<file path="src/rtl/lfsr_bit_scheduler.sv">
// lfsr_bit_scheduler: shares one external LFSR between NUM_REQ requesters.
// It seeds the LFSR, grants bursts round-robin and steps the LFSR once per bit.
// Each burst is packed into one response word on a valid/ready channel.
// Optional feature macro: LFSR_LOCKUP_RESEED_EN. When defined, an all-zero LFSR
// state seen in IDLE forces a reseed and sets the sticky lockup_seen flag.
module lfsr_bit_scheduler #(
    parameter int WIDTH   = 5,
    parameter int NUM_REQ = 4,
    parameter int OUT_W   = 16,
    parameter int LEN_W   = $clog2(OUT_W + 1),
    parameter int ID_W    = $clog2(NUM_REQ)
) (
    input  logic                     clk,
    input  logic                     rst_n,
    input  logic [NUM_REQ-1:0]       req_valid,
    input  logic [NUM_REQ*LEN_W-1:0] req_len,
    output logic [NUM_REQ-1:0]       req_ready,
    output logic                     rsp_valid,
    input  logic                     rsp_ready,
    output logic [ID_W-1:0]          rsp_id,
    output logic [OUT_W-1:0]         rsp_data,
    input  logic [WIDTH-1:0]         cfg_seed,
    input  logic [WIDTH-1:0]         cfg_taps,
    input  logic                     cfg_load,
    output logic                     lfsr_reinit,
    output logic                     lfsr_advance,
    output logic [WIDTH-1:0]         lfsr_initial_state,
    output logic [WIDTH-1:0]         lfsr_taps,
    input  logic                     lfsr_out,
    input  logic [WIDTH-1:0]         lfsr_state,
    output logic                     busy,
    output logic                     lockup_seen
);

    typedef enum logic [1:0] {
        SEED = 2'd0,
        IDLE = 2'd1,
        RUN  = 2'd2,
        RESP = 2'd3
    } state_t;

    state_t            state_q, state_d;
    logic [ID_W-1:0]   ptr_q;
    logic [ID_W-1:0]   id_q;
    logic [LEN_W-1:0]  len_q;
    logic [LEN_W-1:0]  cnt_q;
    logic [OUT_W-1:0]  data_q;
    logic [WIDTH-1:0]  taps_q;
    logic              reseed_pend_q;

    logic              grant_found;
    logic [ID_W-1:0]   grant_idx;
    logic [ID_W-1:0]   cand_idx;
    logic [LEN_W-1:0]  raw_len;
    logic [LEN_W-1:0]  grant_len;
    logic [ID_W-1:0]   next_ptr;
    logic              do_grant;
    logic              last_bit;
    logic              lockup_now;
    logic [WIDTH-1:0]  seed_value;

`ifdef LFSR_LOCKUP_RESEED_EN
    logic              lockup_q;

    assign lockup_now  = (lfsr_state == '0);
    assign seed_value  = (cfg_seed == '0) ? WIDTH'(1) : cfg_seed;
    assign lockup_seen = lockup_q;

    // Sticky record that the LFSR was found stuck at zero while idle
    always_ff @(posedge clk or negedge rst_n) begin
        if (!rst_n) begin
            lockup_q <= 1'b0;
        end else if (state_q == IDLE && lockup_now) begin
            lockup_q <= 1'b1;
        end
    end
`else
    logic              unused_state;

    assign unused_state = ^lfsr_state;
    assign lockup_now   = 1'b0;
    assign seed_value   = cfg_seed;
    assign lockup_seen  = 1'b0;
`endif

    assign lfsr_taps = taps_q;
    assign last_bit  = ((cnt_q + LEN_W'(1)) == len_q);
    assign next_ptr  = (grant_idx == ID_W'(NUM_REQ - 1)) ? '0 : grant_idx + ID_W'(1);

    // Round-robin search starting at the pointer, plus the clamped length of the winner
    always_comb begin
        grant_found = 1'b0;
        grant_idx   = '0;
        cand_idx    = '0;
        raw_len     = '0;
        for (int k = 0; k < NUM_REQ; k++) begin
            cand_idx = ID_W'((int'(ptr_q) + k) % NUM_REQ);
            if (!grant_found && req_valid[cand_idx]) begin
                grant_found = 1'b1;
                grant_idx   = cand_idx;
            end
        end
        for (int i = 0; i < NUM_REQ; i++) begin
            if (ID_W'(i) == grant_idx) begin
                raw_len = req_len[i*LEN_W +: LEN_W];
            end
        end
        grant_len = (raw_len > LEN_W'(OUT_W)) ? LEN_W'(OUT_W) : raw_len;
    end

    // Next-state and output decode; everything is held at zero while reset is asserted
    always_comb begin
        state_d            = state_q;
        req_ready          = '0;
        rsp_valid          = 1'b0;
        rsp_id             = '0;
        rsp_data           = '0;
        lfsr_reinit        = 1'b0;
        lfsr_advance       = 1'b0;
        lfsr_initial_state = '0;
        busy               = 1'b0;
        do_grant           = 1'b0;
        if (rst_n) begin
            busy = (state_q != IDLE);
            unique case (state_q)
                SEED: begin
                    lfsr_reinit        = 1'b1;
                    lfsr_initial_state = seed_value;
                    state_d            = IDLE;
                end
                IDLE: begin
                    if (reseed_pend_q || cfg_load || lockup_now) begin
                        state_d = SEED;
                    end else if (grant_found) begin
                        do_grant             = 1'b1;
                        req_ready[grant_idx] = 1'b1;
                        state_d              = (grant_len == '0) ? RESP : RUN;
                    end
                end
                RUN: begin
                    lfsr_advance = 1'b1;
                    if (last_bit) begin
                        state_d = RESP;
                    end
                end
                RESP: begin
                    rsp_valid = 1'b1;
                    rsp_id    = id_q;
                    rsp_data  = data_q;
                    if (rsp_ready) begin
                        state_d = IDLE;
                    end
                end
                default: state_d = SEED;
            endcase
        end
    end

    // State register and burst bookkeeping: grant capture, bit packing, pending reseed
    always_ff @(posedge clk or negedge rst_n) begin
        if (!rst_n) begin
            state_q       <= SEED;
            ptr_q         <= '0;
            id_q          <= '0;
            len_q         <= '0;
            cnt_q         <= '0;
            data_q        <= '0;
            taps_q        <= '0;
            reseed_pend_q <= 1'b0;
        end else begin
            state_q <= state_d;
            case (state_q)
                SEED: begin
                    taps_q        <= cfg_taps;
                    reseed_pend_q <= 1'b0;
                end
                IDLE: begin
                    if (do_grant) begin
                        id_q   <= grant_idx;
                        len_q  <= grant_len;
                        cnt_q  <= '0;
                        data_q <= '0;
                        ptr_q  <= next_ptr;
                    end
                end
                RUN: begin
                    data_q <= data_q | (OUT_W'(lfsr_out) << cnt_q);
                    cnt_q  <= cnt_q + LEN_W'(1);
                    if (cfg_load) begin
                        reseed_pend_q <= 1'b1;
                    end
                end
                RESP: begin
                    if (cfg_load) begin
                        reseed_pend_q <= 1'b1;
                    end
                end
                default: ;
            endcase
        end
    end

endmodule
</file>
<file path="config.mk">
export PLATFORM = sky130hd
export DESIGN_NAME = lfsr_bit_scheduler
export DESIGN_NICKNAME = d
export VERILOG_FILES = /design/src/rtl/lfsr_bit_scheduler.sv
export SDC_FILE = /design/constraint.sdc
export NUM_CORES = 1
export LEC_CHECK = 0
export CORE_UTILIZATION = 47
export CTS_BUF_LIST = sky130_fd_sc_hd__clkbuf_8
export DETAILED_ROUTE_END_ITERATION = 6
export GPL_TIMING_DRIVEN = 0
export PLACE_DENSITY = 0.94
export SYNTH_ARGS = -nofsm -noshare
export SYNTH_HDL_FRONTEND = slang
export SYNTH_SLANG_ARGS = --single-unit
</file>
<file path="constraint.sdc">
create_clock -name clk -period 2.8 [get_ports clk]
set_clock_uncertainty 0.15 [all_clocks]
set_input_delay 0.28 -clock clk [delete_from_list [all_inputs] [get_ports clk]]
set_output_delay 0.28 -clock clk [all_outputs]
set_load 0.05 [all_outputs]
</file>
# Word level (Yosys, flattened, before mapping)
# Index checks and enable logic that the tools add are counted.
classes:
  n_eq_ne: 14
  shifts: 1
  mux: 57
  n_lt_le_gt_ge: 7
  bitwise: 1
  n_addsub: 5
  n_reduce_logical: 18
ops:
  columns: ["operator", "count"]
  rows:
  - ["two-way mux 16 bit", 3]
  - ["two-way mux 5 bit", 8]
  - ["case mux 16 bit (2 select lines)", 1]
  - ["two-way mux 1 bit", 22]
  - ["two-way mux 2 bit", 11]
  - ["two-way mux 4 bit", 4]
  - ["OR 16 bit", 1]
  - ["<< shifter 1 x 5 -> 16 bit", 1]
  - ["less-than comparator 2 x 3 -> 1 bit (second input constant)", 5]
  - ["case mux 5 bit (2 select lines)", 1]
  - ["binary-select mux 1 bit (select 2 bit)", 4]
  - ["case mux 2 bit (4 select lines)", 1]
  - ["== test 2 bit (second input constant)", 3]
  - ["!= test 2 bit (second input constant)", 3]
  - ["AND reduction 2 bit", 3]
  - ["adder 5 x 1 -> 5 bit (second input constant)", 1]
  - ["== test 5 bit", 1]
  - ["> comparator 5 bit (second input constant)", 1]
  - ["zero test 5 bit", 1]
  - ["adder 2 x 1 -> 2 bit (second input constant)", 2]
  - ["adder 2 bit (second input constant)", 2]
  - ["== test 2 bit (first input constant)", 2]
  - ["logical AND 1 bit", 4]
  - ["zero test 2 bit", 2]
  - ["12 further kinds", 16]
word_totals:
  output_inout_bits: 37
  inputBits: 44
  word_cells: 111
  ff_bits: 38

# Logic depth before layout (Yosys ltp)
depth:
  ltp_word: 24
  depth_mapped: 12
  depth_no_buf: 11

# Least setup slack after synthesis
# Ideal clock, no wire load.
synth_path:
  path_kind: "register -> output"
  startpoint: "register state_q[1]"
  endpoint: "output port req_ready[0]"
  n_path_buf: 1
  stages_incl_launch_ff: 8
  slack_ps: 262
  arrival_time_ps: 2108
  required_time_ps: 2370
  cell_sequence: "dfrtp_1 > inv_1 > ha_1 > inv_1 > nor3_1 > nand3_2 > clkbuf_1 > nor2_1"
synth_between:
  elab_chain_cells: 3
synth_rtl:
  columns: ["element", "line_no", "text"]
  rows:
  - ["start: declaration", "42", "state_t state_q, state_d;"]
  - ["start signal: assignment", "171", "state_q <= state_d;"]
  - ["== test 2 x 1 -> 1 bit", "125", "unique case (state_q)"]
  - ["two-way mux 4 bit", "125", null]
  - ["two-way mux 4 bit", "123", "if (rst_n) begin"]
  - ["end: declaration", "17", "output logic [NUM_REQ-1:0] req_ready,"]
# No other way between the ends.

# Final worst setup path
layout_path:
  startpoint: "register state_q[1]"
  endpoint: "output port rsp_data[4]"
layout_between:
  elab_chain_cells: 3
layout_rtl:
  columns: ["element", "line_no", "text"]
  rows:
  - ["== test 2 bit", "125", null]
  - ["two-way mux 16 bit", "125", null]
  - ["two-way mux 16 bit", "123", null]
  - ["end: declaration", "21", "output logic [OUT_W-1:0] rsp_data,"]
# No other way between the ends.

==> impl_results.md <==
* # setup viols final at 0
* CTS sink count at 38
* Core footprint at 4750 um2
* Hold WS at 260 ps
* Slew headroom at 0.416
* Synth unique cells at 47
* Max FO, Critical Path at 10
* Layout Utilization at 0.704
* Synth top area share at 0.406
* Mean Syn Cell Area at 8.93 um2
* Initial Util at 0.492
* Root Driver: clkbuf_8
* Async SR Flop Fraction at 1.00
* Number of synthesized flops with an enable pin at 0
* Synth Area in Adders at 0.0481
* Fmax at 366 MHz
* Clk Latency, worst-skew pair at 300 ps
* Yosys warning total at 0
* Top cells by area, synth: dfrtp_1 41%, and3_1 6.1%, ha_1 4.8%
* Hold EP: state_q[0]
* Vias post-DR at 2276
* Buffers on Ports at 74
* CP arrival at ~2300 ps
* Reg clk slew, reported paths at 70 ps
* Hold depth at 4
* Critical path type: reg2out
* GP Congestion at 0.882
* Hold Path Class: in2reg
* Lkg Pwr at about 1.7 nW
* Synthesized area at between 2000 and 2500 um2
* CTS HTree Levels at 2
* Drt via density at 5.52
* Post-DRT Antenna Nets at 0
* Synth-to-Final Area Change at 43.0%
* Setup WS post-layout at 68.7 ps
* Mux contribution to synthesized area at 0.0422
* Grt ovf at 0
* Crit. End Element: primary output
* Nets at between 300 and 400
* Startpoint class of the critical path: flip-flop
* Hold Startpoint: rst_n
* Cell count of the worst reg-to-reg path at 10
* Fin area at approximately 3300 um2
* Power per Cell Area at 777 nW/um2
* Largest family of logic cells by synthesized area: simple AND/OR/NAND/NOR gates
* Max clock buf depth at 2
* Critical-path cell list: ha_1 -> clkbuf_1 -> and3_1 -> clkdlybuf4s50_1
* Top FF cell, synth: dfrtp_1
* Diodes inserted at 0
* DRC Markers at 0
* Max incr delay on CP at 810 ps
* Ratio of cells with drive above 1 in the final layout at 0.125
* Sequential share of power at 0.316
* Largest net degree at the start of global routing at 42
* Slowest CP cell: clkdlybuf4s50_1
* Final hold vios at 0
* Max-Cap Viols at 0
* Die X at 72.6 um
* Max VDD drop at 0.413 mV
* Pre-CTS WS at -799 ps
* Period utilization at 0.975
* Most frequent cell after synthesis: dfrtp_1
* Vias in the first global route at 2144
* Number of max-slew violations in the final report at 0
* Die Ht at 72.6 um
* Req. time, crit path at 2370 ps
* DRT iter0 DRCs at 177
* R2r startpoint: ptr_q[1]
* Row Count at 25
* Outcome: complete, no violations
* DR WL/cell at 15.0 um
* Seq/Total Area, Yosys at 0.406
* Syn nets at 315
* Crit Reg-Reg Endpoint: state_q[0]
* Post-Route WL at 6190 um
* Fill count at 345
* Reg2reg setup slack at 210 ps
* P_sw at about 1.2 mW
* Top-Level Pins at 81
* Switch share at 0.449
* Detail Placement HPWL at 4500 um
* Post-synth top cells: 38 x dfrtp_1, 27 x nor2_1, 23 x and3_1
* Area leader, netlist: dfrtp_1
* Tightest Pin Transition at 864 ps
* Initial antenna violation count at 0
* First-pass GRT wire length at a little under 10000 um
* Post-route minimum period at 2730 ps
* First-pass DRT Iterations at 4
* Internal power at 1.43 mW
* Post-synthesis cell count at 262
* Full die area at 5260 um2
* CTS tree: done
* Flops & latches, synth at 38
* Total track usage at 0.240
* Clock Power Share at 0.139
* Logic pwr share at 0.545
* Complex-gate fraction of the synthesized area at 0.192
* Clock buffer count from CTS at 5
* Xor/xnor cell area share of the yosys netlist at 0.0187
* Post-DP Area at 3160 um2
* Final Power at 2.60 mW
* Post-synthesis simple-gate area fraction at 0.238
## critical path: cells and delay by family, from the launching register on
| family | cells | cell delay (ps) |
|---|---|---|
| buffers and inverters | 2 | 1120 |
| AND/OR/NAND/NOR | 1 | 220 |
| flip-flops | 1 | 440 |
| adder cells (fa/ha/maj) | 1 | 220 |
## how the worst max path moves through the flow
stage	start	end	slack, ps	cells after the start
after floorplan	state_q[1]	req_ready[0]	260	7
after global placement	rst_n	req_ready[3]	-1540	6
after detailed placement	req_valid[0]	req_ready[2]	-800	9
after CTS	state_q[1]	req_ready[2]	-110	8
after global routing	state_q[1]	rsp_data[4]	-40	4
final	state_q[1]	rsp_data[4]	70	4
## power by group through the flow
stage,sequential (mW),combinational [mW],clock [mW]
6_report,0.823,1.42,0.360
5_1_grt,0.842,1.54,0.388
4_1_cts,0.808,1.38,0.364
3_5_place_dp,0.818,1.36,0
3_3_place_gp,0.810,1.31,0
2_1_floorplan,0.921,0.849,0
## kinds of logic after synthesis
kind of cell             count (synthesis)
other                                    1
AND/OR/NAND/NOR                        103
AO/OA/AOI/OAI                           66
adder cells (fa/ha/maj)                  9
multiplexers                             9
flip-flops                              38
buffers and inverters                   31
XOR/XNOR                                 5
## what timing repair did
| action | 4_1_cts | 5_1_grt |
|---|---|---|
| endpoints found under the hold margin | 38 | 38 |
| pin swaps | 2 | 2 |
| resized for setup | 42 | 21 |
| endpoints found under the setup margin | 36 | 25 |
| buffers inserted | 1 | 0 |
## metal layers
metal	track usage	vias to the layer above	routed length, um
li1	-	1100	-
met1	0.294	1077	2560
met2	0.415	90	3140
met3	0.0583	9	397
met4	0.0806	0	94
met5	0	-	0
## layout make-up
class / count / area, um2 / share of cell area
multi-input combinational: 193 / 1320 / 0.395
timing repair buffer: 77 / 777 / 0.232
clock inverter: 2 / 10.0 / 0.00299
clock buffer: 5 / 68.8 / 0.0206
buffer: 15 / 77.6 / 0.0232
tap: 67 / 83.8 / 0.0251
inverter: 15 / 56.3 / 0.0168
sequential: 38 / 952 / 0.285
## cell usage in the layout (no fill, tap or decap), drive strengths merged, types with 11 or more instances in the layout
cell	count
and3	23
inv	15
clkbuf	16
nor2	27
buf	11
o21ai	14
dfrtp	38
clkdlybuf4s50	52
nand2	17
a21oi	18
## through the flow
| step | instances | setup TNS (ps) |
|---|---|---|
| 2_1_floorplan | 262 | 0 |
| 3_3_place_gp | 403 | -62780 |
| 6_report | 412 | 0 |
| 5_1_grt | 412 | -201 |
| 4_1_cts | 410 | -111 |
| 3_5_place_dp | 403 | -12700 |
## flip-flops by register name (all words and copies together), names as in the netlist
name and cells:
data_q 16, ptr_q 2, state_q 2, lfsr_taps 5
id_q 2, reseed_pend_q 1, len_q 5, cnt_q 5
Power figures use the tool's default switching activity.
